[src/rtl/regfile_write_arbiter.sv]
// Round-robin arbiter sharing the register-file write port between ALU (A) and load (B) writeback.
// Optional conflict counter is present only when WB_ARB_STATS_EN is defined.
module regfile_write_arbiter #(
  parameter int unsigned DATA_W = 32,
  parameter int unsigned ADDR_W = 5,
  parameter int unsigned NREG   = 32
`ifdef WB_ARB_STATS_EN
  ,
  parameter int unsigned CNT_W  = 16
`endif
) (
  input  logic              clk,
  input  logic              rst_n,
  input  logic              a_valid,
  input  logic [ADDR_W-1:0] a_addr,
  input  logic [DATA_W-1:0] a_data,
  output logic              a_ready,
  input  logic              b_valid,
  input  logic [ADDR_W-1:0] b_addr,
  input  logic [DATA_W-1:0] b_data,
  output logic              b_ready,
  output logic [NREG-1:0]   we,
  output logic [DATA_W-1:0] wr_data,
  output logic              wr_valid
`ifdef WB_ARB_STATS_EN
  ,
  output logic [CNT_W-1:0]  conflict_cnt
`endif
);

  typedef enum logic [0:0] {StPriA, StPriB} pri_e;

  pri_e              state_q, state_d;
  logic [NREG-1:0]   we_q, we_d;
  logic [DATA_W-1:0] wr_data_q, wr_data_d;
  logic              wr_valid_q, wr_valid_d;
  logic              xfer;
  logic [ADDR_W-1:0] sel_addr;
  logic [DATA_W-1:0] sel_data;

  // Readies are gated by rst_n so nothing is accepted while reset is asserted.
  always_comb begin
    a_ready = rst_n & a_valid & (~b_valid | (state_q == StPriA));
    b_ready = rst_n & b_valid & (~a_valid | (state_q == StPriB));
    xfer    = a_ready | b_ready;
    sel_addr = a_ready ? a_addr : b_addr;
    sel_data = a_ready ? a_data : b_data;
  end

  always_comb begin
    state_d = state_q;
    if (a_ready) begin
      state_d = StPriB;
    end else if (b_ready) begin
      state_d = StPriA;
    end
  end

  // r0 is hardwired zero: the write is accepted and flagged but no enable fires.
  always_comb begin
    we_d = '0;
    for (int i = 1; i < NREG; i++) begin
      we_d[i] = xfer && (sel_addr == ADDR_W'(i));
    end
    wr_data_d  = xfer ? sel_data : wr_data_q;
    wr_valid_d = xfer;
  end

  always_ff @(posedge clk) begin
    if (!rst_n) begin
      state_q    <= StPriA;
      we_q       <= '0;
      wr_data_q  <= '0;
      wr_valid_q <= 1'b0;
    end else begin
      state_q    <= state_d;
      we_q       <= we_d;
      wr_data_q  <= wr_data_d;
      wr_valid_q <= wr_valid_d;
    end
  end

  assign we       = we_q;
  assign wr_data  = wr_data_q;
  assign wr_valid = wr_valid_q;

`ifdef WB_ARB_STATS_EN
  logic [CNT_W-1:0] cnt_q;

  always_ff @(posedge clk) begin
    if (!rst_n) begin
      cnt_q <= '0;
    end else if (a_valid && b_valid && (cnt_q != {CNT_W{1'b1}})) begin
      cnt_q <= cnt_q + 1'b1;
    end
  end

  assign conflict_cnt = cnt_q;
`endif

endmodule

[config.mk]
export PLATFORM = sky130hd
export DESIGN_NAME = regfile_write_arbiter
export DESIGN_NICKNAME = d
export VERILOG_FILES = /design/src/rtl/regfile_write_arbiter.sv
export SDC_FILE = /design/constraint.sdc
export NUM_CORES = 1
export LEC_CHECK = 0
export CORE_MARGIN = 4
export CORE_UTILIZATION = 35
export CTS_CLUSTER_DIAMETER = 150
export CTS_CLUSTER_SIZE = 10
export DETAILED_ROUTE_END_ITERATION = 7
export PLACE_DENSITY_LB_ADDON = 0.15
export SLEW_MARGIN = 25
export SYNTH_ARGS = -nofsm -noshare
export SYNTH_HDL_FRONTEND = slang
export SYNTH_SLANG_ARGS = --single-unit
[constraint.sdc]
create_clock -name clk -period 2 [get_ports clk]
set_clock_uncertainty 0.15 [all_clocks]
set_input_delay 0.6 -clock clk [delete_from_list [all_inputs] [get_ports clk]]
set_output_delay 0.6 -clock clk [all_outputs]
set_load 0.1 [all_outputs]
==> reports/results.tsv <==
stage	metric	value	unit
status	outcome	complete, no violations	
critical_path	crit_arrival	1.22	ns
grt	antenna_found_initial	0	
timing	slew_violations	0	
final_layout	fin_nets	553	
grt	grt_pass1_wl	14000	um
die	start_util	0.363	
drt	drtIter0Drc	183	
placed_design	place.gp.congestion	0.821	
logic_synthesis	synth_compound_area_frac	0.278	
final_layout	n_antenna_cell	0	
timing	fin_crit_sh	0.986	
grt	grt-ovfl-total	0	
logic_synthesis	yosysMostFrequentCell	nand2_1	
clock_tree	clkSinkCount	65	
die	die_w	94.9	um
timing	rsz0062_at_grt	false	
die	core	7290	sq um
drt	postRouteAntennaNets	0	
die	dieHeight	94.9	um
power	vdd_drop_max	353	uV
critical_path	start_kind	primary input	
logic_synthesis	async_reset_ff_frac	0	
grt	grt_pass1_vias	2938	
final_layout	area_growth	98.4	%
final_layout	drive_gt1_frac	0.265	
drt	vias	2960	
power	net-switching-power	1.26	mW
logic_synthesis	ys_top_cells_by_area	dfxtp_1, nand2_1, a31oi_1	
logic_synthesis	synth_edf_count	0	
logic_synthesis	syn-cell-area	2640	sq um
critical_path	critPathRequiredTime	1.25	ns
timing	fmaxAchievable	507	MHz
logic_synthesis	ys_warn_count	0	
power	clkPwrFrac	0.262	
timing	min_period	1.97	ns
placed_design	io_buffers	143	
clock_tree	holdBufCountCts	0	
die	rows	31	
clock_tree	cts_tree	done	
logic_synthesis	muxShareOfSynthArea	0	
critical_path	critical_path.endpoint_type	primary output	
logic_synthesis	yosysTopAreaCell	dfxtp_1	
job	drv_cap	0	
logic_synthesis	synthFlopType	dfxtp_1	
power	pwr-share-comb	0.339	
logic_synthesis	syn_avg_cell_area	8.37	sq um
critical_path	path_class	primary input to primary output	
clock_tree	cts-root-buf	clkbuf_8	
logic_synthesis	synth_fp_nets	394	
clock_tree	path_clk_slew	0.07	ns
power	p_total	3.55	mW
logic_synthesis	synth_top_family_by_area	compound AO/OA/AOI/OAI gates	
power	seqPwrFrac	0.399	
drt	wl	9010	um
logic_synthesis	synthXorXnorAreaFrac	0	
logic_synthesis	yosysSeqAreaShare	0.492	
logic_synthesis	synth_cell_types	23	
logic_synthesis	ys_ff_latch	65	
logic_synthesis	synth-simple-area-share	0.176	
drt	drc	0	
grt	grt_max_degree	59	
drt	vias_per_cell	5.11	
die	io_pins	145	
logic_synthesis	synth_top_area_share	0.492	
logic_synthesis	synthTopCellsByCount	nand2_1, dfxtp_1, o21ai_0, a21oi_1, a31oi_1	
clock_tree	cts_buffer_depth	2	
power	internal-power	2.29	mW
critical_path	critPathMaxFanout	2	
die	dieArea	9010	sq um
power	p_leak	2.02	nW
placed_design	dpl_worst_slack	-0.406	ns
timing	fin_ws	0.0285	ns
final_layout	n_fill_cell	559	
drt	dr.pass1.iters	5	
timing	setup-violations-final	0	
grt	grt_usage	0.200	
placed_design	hpwlAfterDp	6770	um
timing	hold_violations	0	
logic_synthesis	synthAdderAreaFrac	0	
clock_tree	htree_levels	3	
logic_synthesis	syn_inst	316	
power	p_per_area	677	nW/um^2
drt	avgRoutedWirePerCell	15.6	um
clock_tree	clk_latency	0.32	ns
worst_hold_path	min_path_type	flop to flop	
clock_tree	numCtsBuffers	9	
power	switching_share	0.355	
stage by stage:
stage / instance area (sq um) / TNS, ns / instances / util / hold WS [ns]
floorplan: 2710 / -0.402 / 316 / - / 0.311
global placement: 5060 / -15.87 / 562 / 0.694 / 0.368
detailed placement: 5060 / -18.18 / 562 / 0.694 / 0.392
CTS: 5240 / 0 / 579 / 0.718 / 0.359
global route: 5250 / 0 / 579 / 0.719 / 0.360
finish: 5250 / 0 / 579 / 0.719 / 0.346
area by class of cell:
cell class	instances	area, sq um	area share
Inverter	1	3.75	0.000715
Timing Repair Buffer	177	2410	0.459
Tap cell	99	124	0.0236
Sequential cell	65	1310	0.249
Clock buffer	10	128	0.0243
Clock inverter	6	35.0	0.00668
Multi-Input combinational cell	221	1240	0.237
power by group through the flow:
stage	clock network (mW)	logic [mW]	registers [mW]
after CTS	0.957	1.21	1.42
after floorplan	0	0.249	1.84
final	0.932	1.20	1.42
after detailed placement	0	1.20	1.45
after global placement	0	1.18	1.44
after global routing	1.02	1.25	1.42
cells in the final DEF, fill, tap and decap left out, drive strengths merged:
cell,netlist,final
a21oi,32,32
clkdlybuf4s50,0,74
nand4,16,16
conb,1,1
clkinvlp,0,2
inv,1,1
clkinv,0,4
a31oi,32,32
a211o,9,9
dfxtp,65,65
and2,4,4
clkbuf,16,10
nor4,1,1
nand2b,5,5
nand2,66,66
a2111o,6,6
a32oi,2,2
o21a,1,1
and3,1,1
o21ai,34,34
a21bo,1,1
nor2b,6,6
nor2,3,3
a21boi,1,1
buf,13,103
kinds of logic (layout without fill, tap and decap cells):
| group | count (synthesis) | count (layout) |
|---|---|---|
| AO/OA/AOI/OAI | 118 | 118 |
| AND/OR/NAND/NOR | 102 | 102 |
| flip-flops | 65 | 65 |
| buffers and inverters | 30 | 194 |
| other | 1 | 1 |
registers in the layout, indices dropped and copies added (netlist names):
signal,flops
state_q,1
wr_data,32
we,31
wr_valid,1
worst paths after layout:
check,to,cells past startpoint,start,slack [ns]
max,a_ready,4,b_valid,0.03
min,state_q$_SDFFE_PN0P_,1,state_q$_SDFFE_PN0P_,0.35
max reg2reg,wr_data[27]$_SDFFE_PN0P_,4,state_q$_SDFFE_PN0P_,0.55
min reg2reg,state_q$_SDFFE_PN0P_,1,state_q$_SDFFE_PN0P_,0.35
metal layers:
layer / wire length (um) / track usage / up-vias
li1: - / - / 1459
met1: 3550 / 0.225 / 1384
met3: 761 / 0.0709 / 10
met5: 0 / 0 / -
met4: 125 / 0.0613 / 0
met2: 4580 / 0.351 / 107
repair_timing:
item,4_1_cts,5_1_grt
setup endpoints to repair,3,1
setup buffers,1,0
endpoints found under the hold margin,0,0
pin swaps,3,0
gates resized for setup,12,2
worst max-delay path: stages:
cell	delay, ns
buf_2	0.12
a21bo_4	0.22
nor2_4	0.10
buf_12	0.18
Note: power is estimated with default switching activity, not from simulation.
